==> src/rtl/uart_echo_bridge.sv <==
// UART echo engine: FIFO-buffered rx words replayed to the tx with echo/CRLF/fold/discard modes.
// rx_done->tx_start is 2 clocks when idle; a full FIFO drops words (sticky overflow), a silent tx times out.
module uart_echo_bridge #(
    parameter int DATA_BITS  = 8,
    parameter int ADDR_WIDTH = 4,
    parameter int TIMEOUT    = 65535
) (
    input  logic                  clock,
    input  logic                  reset,
    input  logic                  rx_done,
    input  logic [DATA_BITS-1:0]  rx_data,
    input  logic                  tx_done,
    input  logic [1:0]            mode,
    input  logic                  clear_flags,
    output logic                  tx_start,
    output logic [DATA_BITS-1:0]  tx_data,
    output logic [ADDR_WIDTH:0]   fifo_count,
    output logic                  busy,
    output logic                  overflow,
    output logic                  timeout_err
);
    localparam int DEPTH = 1 << ADDR_WIDTH;
    localparam int TW    = (TIMEOUT > 1) ? $clog2(TIMEOUT) : 1;

    localparam logic [DATA_BITS-1:0] CR_CHAR  = DATA_BITS'(8'h0D);
    localparam logic [DATA_BITS-1:0] LF_CHAR  = DATA_BITS'(8'h0A);
    localparam logic [DATA_BITS-1:0] LC_FIRST = DATA_BITS'(8'h61);
    localparam logic [DATA_BITS-1:0] LC_LAST  = DATA_BITS'(8'h7A);
    localparam logic [DATA_BITS-1:0] CASE_OFS = DATA_BITS'(8'h20);

    localparam logic [1:0] MODE_CRLF    = 2'b01;
    localparam logic [1:0] MODE_DISCARD = 2'b10;
    localparam logic [1:0] MODE_UPPER   = 2'b11;

    typedef enum logic [2:0] {IDLE, START, WAIT, LF_START, LF_WAIT} state_t;

    state_t                 state;
    logic [1:0]             cur_mode;
    logic [TW-1:0]          tmo_cnt;
    logic                   tmo_hit;
    logic [DATA_BITS-1:0]   mem [DEPTH];
    logic [ADDR_WIDTH-1:0]  wr_ptr;
    logic [ADDR_WIDTH-1:0]  rd_ptr;
    logic [DATA_BITS-1:0]   head;
    logic                   push;
    logic                   pop;

    assign head    = mem[rd_ptr];
    assign pop     = (state == IDLE) && (fifo_count != '0);
    // A full FIFO still accepts a word when the head leaves in the same clock.
    assign push    = rx_done && ((fifo_count != (ADDR_WIDTH+1)'(DEPTH)) || pop);
    assign busy    = (state != IDLE);
    assign tmo_hit = (tmo_cnt == TW'(TIMEOUT - 1));

    always_ff @(posedge clock) begin
        if (push) mem[wr_ptr] <= rx_data;
    end

    always_ff @(posedge clock or posedge reset) begin
        if (reset) begin
            wr_ptr     <= '0;
            rd_ptr     <= '0;
            fifo_count <= '0;
            overflow   <= 1'b0;
        end else begin
            if (push) wr_ptr <= wr_ptr + 1'b1;
            if (pop)  rd_ptr <= rd_ptr + 1'b1;
            case ({push, pop})
                2'b10:   fifo_count <= fifo_count + 1'b1;
                2'b01:   fifo_count <= fifo_count - 1'b1;
                default: fifo_count <= fifo_count;
            endcase
            if (rx_done && !push) overflow <= 1'b1;
            else if (clear_flags) overflow <= 1'b0;
        end
    end

    always_ff @(posedge clock or posedge reset) begin
        if (reset) begin
            state       <= IDLE;
            tx_start    <= 1'b0;
            tx_data     <= '0;
            cur_mode    <= 2'b00;
            tmo_cnt     <= '0;
            timeout_err <= 1'b0;
        end else begin
            tx_start <= 1'b0;
            if (clear_flags) timeout_err <= 1'b0;
            case (state)
                IDLE: begin
                    if (pop) begin
                        cur_mode <= mode;
                        if (mode != MODE_DISCARD) begin
                            if (mode == MODE_UPPER && head >= LC_FIRST && head <= LC_LAST)
                                tx_data <= head - CASE_OFS;
                            else
                                tx_data <= head;
                            tx_start <= 1'b1;
                            state    <= START;
                        end
                    end
                end
                START, LF_START: begin
                    tmo_cnt <= '0;
                    state   <= (state == START) ? WAIT : LF_WAIT;
                end
                WAIT, LF_WAIT: begin
                    // tx_done beats a timeout landing in the same clock.
                    if (tx_done) begin
                        if (state == WAIT && cur_mode == MODE_CRLF && tx_data == CR_CHAR) begin
                            tx_data  <= LF_CHAR;
                            tx_start <= 1'b1;
                            state    <= LF_START;
                        end else begin
                            state <= IDLE;
                        end
                    end else if (tmo_hit) begin
                        timeout_err <= 1'b1;
                        state       <= IDLE;
                    end else begin
                        tmo_cnt <= tmo_cnt + 1'b1;
                    end
                end
                default: state <= IDLE;
            endcase
        end
    end
endmodule

==> config.mk <==
export PLATFORM = sky130hd
export DESIGN_NAME = uart_echo_bridge
export DESIGN_NICKNAME = d
export VERILOG_FILES = /design/src/rtl/uart_echo_bridge.sv
export SDC_FILE = /design/constraint.sdc
export NUM_CORES = 1
export LEC_CHECK = 0
export BUFFER_PORTS_ARGS = -buffer_cell sky130_fd_sc_hd__buf_2
export CAP_MARGIN = 20
export CELL_PAD_IN_SITES_DETAIL_PLACEMENT = 0
export CELL_PAD_IN_SITES_GLOBAL_PLACEMENT = 1
export CORE_UTILIZATION = 47
export DETAILED_ROUTE_END_ITERATION = 7
export HOLD_SLACK_MARGIN = 0.03
export PLACE_DENSITY = 0.8
export REMOVE_ABC_BUFFERS = 1
export SLEW_MARGIN = 30
export SYNTH_ARGS = -nofsm -noshare
export SYNTH_HDL_FRONTEND = slang
export SYNTH_SLANG_ARGS = --single-unit
==> constraint.sdc <==
create_clock -name clock -period 2.7 [get_ports clock]
set_input_delay 0.54 -clock clock [delete_from_list [all_inputs] [get_ports clock]]
set_output_delay 0.54 -clock clock [all_outputs]
set_load 0.005 [all_outputs]
# --- After elaboration in Yosys (flattened, before gate mapping) ---
# Memory sizes are Yosys's and may differ from the RTL's.
# Index checks and enable logic that the tools add are counted.
word_totals:
  reg_bits: 45
  ramBits: 128
  in_bits: 15
  memories: 1
classes:
  addsub: 6
  order_cmp: 2
  eq_ne: 19
  mux: 30
  reduce_logical: 22
memory_table:
  columns: ["name", "depth", "width", "read_ports", "rd_clocked_by_memory_dff", "wr", "line_no", "text"]
  rows:
  - ["mem", 16, 8, 1, 0, 1, "41", "logic [DATA_BITS-1:0] mem [DEPTH];"]
op_table:
  columns: ["op", "n"]
  rows:
  - ["two-way mux 8 bit", 5]
  - ["two-way mux 16 bit", 2]
  - ["one-hot mux 16 bit (2 select lines)", 1]
  - ["adder 16 x 1 -> 16 bit, second input constant", 1]
  - ["== test 16 bit, second input constant", 1]
  - ["one-hot mux 8 bit (2 select lines)", 1]
  - ["two-way mux 3 bit", 5]
  - ["two-way mux 1 bit", 12]
  - ["!= test 2 bit, second input constant", 6]
  - ["one-hot mux 5 bit (2 select lines)", 1]
  - ["one-hot mux 3 bit (3 select lines)", 1]
  - ["adder 4 x 1 -> 4 bit, second input constant", 2]
  - ["== test 8 x 4 -> 1 bit, second input constant", 1]
  - ["greater-or-equal comparator 8 x 7 -> 1 bit, second input constant", 1]
  - ["<= comparator 8 x 7 -> 1 bit, second input constant", 1]
  - ["nonzero test 2 bit", 4]
  - ["subtractor 8 x 6 -> 8 bit, second input constant", 1]
  - ["logical AND 1 bit", 7]
  - ["== test 3 x 2 -> 1 bit, second input constant", 2]
  - ["AND reduction 3 bit", 2]
  - ["adder 5 x 1 -> 5 bit, second input constant", 1]
  - ["!= test 5 bit, second input constant", 1]
  - ["AND reduction 5 bit", 1]
  - ["nonzero test 5 bit", 1]
  - ["15 further kinds", 18]

# --- Logic depth before layout (Yosys ltp) ---
# An unclocked memory read counts as a cell.
logic_depth:
  depth_word: 8
  ltp_mapped: 16

# --- Least setup slack after synthesis ---
# Ideal clock, no wire load.
synth_timing:
  kind: "reg-to-reg"
  from: "register state[1]"
  to: "register fifo_count[4]"
  t_arrival_ps: 2680
  t_required_ps: 2574
  path_slack_ps: -107
  stages_incl_launch_ff: 15
  synth_period_minus_slack_ps: 2807
  cell_sequence: "dfrtp_1 clkbuf_1 or3_1 or2_2 clkbuf_1 inv_1 ha_1 inv_1 fa_1 inv_1 a21o_1 a21oi_1 xnor2_1 nor2_1 xor2_1"
synth_via:
  elab_chain_cells: 6
synth_rtl:
  columns: ["element", "line_no", "text"]
  rows:
  - ["start, declared", "37", "state_t state;"]
  - ["start signal, assigned", "105", "state <= (state == START) ? WAIT : LF_WAIT;"]
  - ["zero test 3 bit (*)", "49", "assign pop = (state == IDLE) && (fifo_count != '0);"]
  - ["logical AND 1 bit (*)", "49", null]
  - ["logical OR 1 bit", "51", "assign push = rx_done && ((fifo_count != (ADDR_WIDTH+1)'(DEPTH)) || pop);"]
  - ["logical AND 1 bit", "51", null]
  - ["== test 2 x 1 -> 1 bit / == test 2 bit (equally long branches)", "68", "case ({push, pop})"]
  - ["one-hot mux 5 bit (2 select lines) / nonzero test 2 bit (equally long branches)", null, null]
  - ["end signal, assigned", "69", "2'b10: fifo_count <= fifo_count + 1'b1;"]
  - ["end signal, assigned", "70", "2'b01: fifo_count <= fifo_count - 1'b1;"]
  - ["end signal, assigned", "71", "default: fifo_count <= fifo_count;"]
  - ["end, declared", "17", "output logic [ADDR_WIDTH:0] fifo_count,"]
# Every way passes the cells marked *; elsewhere a longest branch is shown, timed or not.
# A chain may end at the register's enable or synchronous reset.

# --- Final worst setup path ---
layout_timing:
  from: "register fifo_count[0]"
  to: "register fifo_count[4]"
layout_via:
  elab_chain_cells: 6
layout_rtl:
  columns: ["element", "line_no"]
  rows:
  - ["nonzero test 5 bit", "49"]
  - ["logical AND 1 bit", "49"]
  - ["logical OR 1 bit", "51"]
  - ["logical AND 1 bit", "51"]
  - ["== test 2 x 1 -> 1 bit / == test 2 bit (equally long branches)", "68"]
  - ["one-hot mux 5 bit (2 select lines) / nonzero test 2 bit (equally long branches)", null]
# Several ways; a longest one is shown, not always the timed one.

==> results.yml <==
placement:
  io_buffers: 31
  dp_cells: 689
  pre_cts_ws_ps: 28.5
  place_hpwl_mm: 9.49
  place_area_sq_mm: 0.00789
  place_congestion: 0.776
synth:
  syn_area_per_cell_sq_um: 16.1
  synth_ff_type: "edfxtp_1"
  post_synth_num_cell_types: 48
  synthArstFlopShare: 0.260
  ys_seq_area_frac: 0.678
  synth_edf_count: 128
  netlist_instances: 455
  syn_area_sq_mm: 0.00733
  yosys_warnings: 0
  ys_ff_latch: 173
global_route:
  grtUsageTotal: 0.190
  grt_pass1_vias: 4091
  antenna_found_initial: 0
  grt_pass1_wl_mm: 22.4
  grt_max_degree: 36
  grt.overflow.total: 0
route:
  first_pass_iters: 4
  dr.first_iter.drc_count: 334
  vias: 4072
  drt_wl_total_mm: 14.2
  viasPerCell: 5.65
  drtAntennaViolNets: 0
  drc: 0
  wl_per_cell_microns: 19.7
layout:
  final_area_sq_mm: 0.00853
  layout-drive-gt1-share: 0.250
  fill_cells: 1147
  fin_util: 0.561
  areaGrowthSynthToFinish_pct: 16.3
  nNetsFinal: 548
  diodes: 0
  seqCellArea_sq_mm: 0.00497
  multiInputGateArea_sq_mm: 0.00218
  fin_cells: 721
clock_tree:
  worstSkewPairLatency_ps: 430
  cts_buffers: 17
  cts-resized-gates: 0
  cts_tree: "done"
  cts_hold_buf: 0
  cts.sinks: 173
  cts.clk_slew.worst_paths_ps: 60
  clockRootBuffer: "clkbuf_16"
  postCtsSetupRepairBufs: 0
  cts-htree-levels: 4
  cts.path.max_buffers: 2
timing:
  max_freq_mhz: 389
  worstMarginPinSlew_ps: 629
  skew_ps: 7.07
  setup_viol: 0
  setup_tns_ps: 0
  hold_ws_ps: 141
  final.min_clock_period_ps: 2570
  timing.final.crit_share: 0.953
  maxSlewHeadroom: 0.580
  slew_violations: 0
  hold_violations: 0
  fin_ws_ps: 128
floorplanning:
  rows: 45
  coreArea_sq_mm: 0.0152
  die-area_sq_mm: 0.0161
  ioPinCount: 32
  initial_core_util: 0.482
  die_h_microns: 127
  dieWidth_microns: 127
setup_path:
  crit_arrival_ps: 2880
  end_kind: "register"
  criticalPathCategory: "register to register"
  cp-start-kind: "register"
  cp_max_fo: 4
  required_ps: 3000
  r2r_cells: 13
hold_path:
  hp-class: "input port to async pin"
power:
  power_density_mw_per_mm2: 1080
  power_mw: 9.20
  p_leak_nw: 3.19
  ir_drop_uv: 610
outcome:
  status: "finished, final reports clean"
job:
  max-cap-violations: 0
-- placed cells by master (no fill, tap or decap), types with 5 or more instances in the layout --
cell type,n
nand4_1,9
xnor2_1,17
nand2_1,36
or3_1,6
buf_2,31
mux4_2,26
buf_4,32
clkbuf_16,17
o21ai_0,19
nand3_1,13
mux4_1,11
nor2_1,29
inv_6,5
ha_1,11
edfxtp_1,128
inv_1,18
nor3_1,8
a21oi_1,7
dfrtp_1,44
xor2_1,5
-- where the power goes --
group / internal [mW] / switching (mW) / total [mW]
sequential: 3.29 / 0.285 / 3.58
clock: 1.48 / 1.06 / 2.54
combinational: 1.52 / 1.57 / 3.08
-- worst paths after layout --
| kind | slack (ps) | startpoint | to |
|---|---|---|---|
| worst max-delay path | 130 | fifo_count[0] | fifo_count[4] |
| worst min-delay path | 140 | reset | tmo_cnt[9] |
| worst max register to register | 130 | fifo_count[0] | fifo_count[4] |
| worst min register to register | 480 | cur_mode[0] | cur_mode[0] |
| max in group asynchronous | 1870 | reset | tx_data[3] |
| min in group clock | 350 | clear_flags | timeout_err |
-- synth_stat cells (2+ instances only) --
| cell type | count | area share |
|---|---|---|
| nand3_1 | 13 | 0.0089 |
| a21oi_1 | 7 | 0.0048 |
| edfxtp_1 | 128 | 0.52 |
| o21ai_0 | 19 | 0.013 |
| and2_1 | 2 | 0.0017 |
| nor3_1 | 8 | 0.0055 |
| dfrtp_1 | 45 | 0.15 |
| inv_1 | 19 | 0.0097 |
| or3_1 | 6 | 0.0051 |
| nor2_1 | 30 | 0.015 |
| mux2_2 | 2 | 0.0031 |
| a21o_1 | 2 | 0.0020 |
| or4_1 | 2 | 0.0020 |
| xnor2_1 | 17 | 0.020 |
| buf_2 | 3 | 0.0020 |
| a22oi_1 | 2 | 0.0020 |
| nor2b_1 | 4 | 0.0034 |
| nand4_1 | 9 | 0.0077 |
| ha_1 | 12 | 0.020 |
| a211oi_1 | 4 | 0.0041 |
| mux2i_1 | 2 | 0.0027 |
| nand2b_1 | 3 | 0.0026 |
| and4_1 | 2 | 0.0024 |
| and3_1 | 4 | 0.0034 |
| clkbuf_1 | 10 | 0.0051 |
| buf_12 | 2 | 0.0055 |
| mux4_2 | 26 | 0.080 |
| nand2_1 | 36 | 0.018 |
| xor2_1 | 5 | 0.0060 |
| buf_1 | 3 | 0.0015 |
| mux4_1 | 11 | 0.039 |
-- flip-flops by register name, summed over array words and instances (netlist names) --
signal	count
wr_ptr	4
cur_mode	2
overflow	1
fifo_count	5
rd_ptr	4
tx_data	8
timeout_err	1
mem	128
tmo_cnt	16
tx_start	1
state	3
-- worst max-delay path: stages, from the launching register on --
cell	delay, ps
dfrtp_1	380
or4_4	550
nor2_1	110
or2_2	130
inv_1	70
ha_4	180
inv_1	100
fa_2	230
inv_1	50
a21o_1	150
a21oi_1	170
xnor2_1	130
nor2_1	60
xor2_1	130
-- per-layer routing --
| layer | GRT usage | up-vias | wire length (microns) |
|---|---|---|---|
| li1 | - | 1869 | - |
| met1 | 0.262 | 2071 | 6440 |
| met2 | 0.295 | 113 | 6780 |
| met3 | 0.0510 | 19 | 791 |
| met4 | 0.0602 | 0 | 180 |
| met5 | 0 | - | 0 |
-- final cells by class --
| cell class | count | share of cell area |
|---|---|---|
| clock inverter | 13 | 0.0208 |
| multi-input combinational | 243 | 0.256 |
| timing repair buffer | 66 | 0.0534 |
| tap | 188 | 0.0276 |
| inverter | 19 | 0.00837 |
| sequential | 173 | 0.583 |
| clock buffer | 19 | 0.0508 |
-- cell families (layout without fill, tap and decap cells) --
logic type	count (synthesis)	count (layout)	share of synthesized area
simple gates	125	125	0.0848
mux	41	41	0.125
flops	173	173	0.678
fa+ha+maj	13	13	0.0232
xor+xnor	22	22	0.0263
compound gates	42	42	0.0353
buf+inv	39	117	0.0275
(Power assumes the default switching activity.)
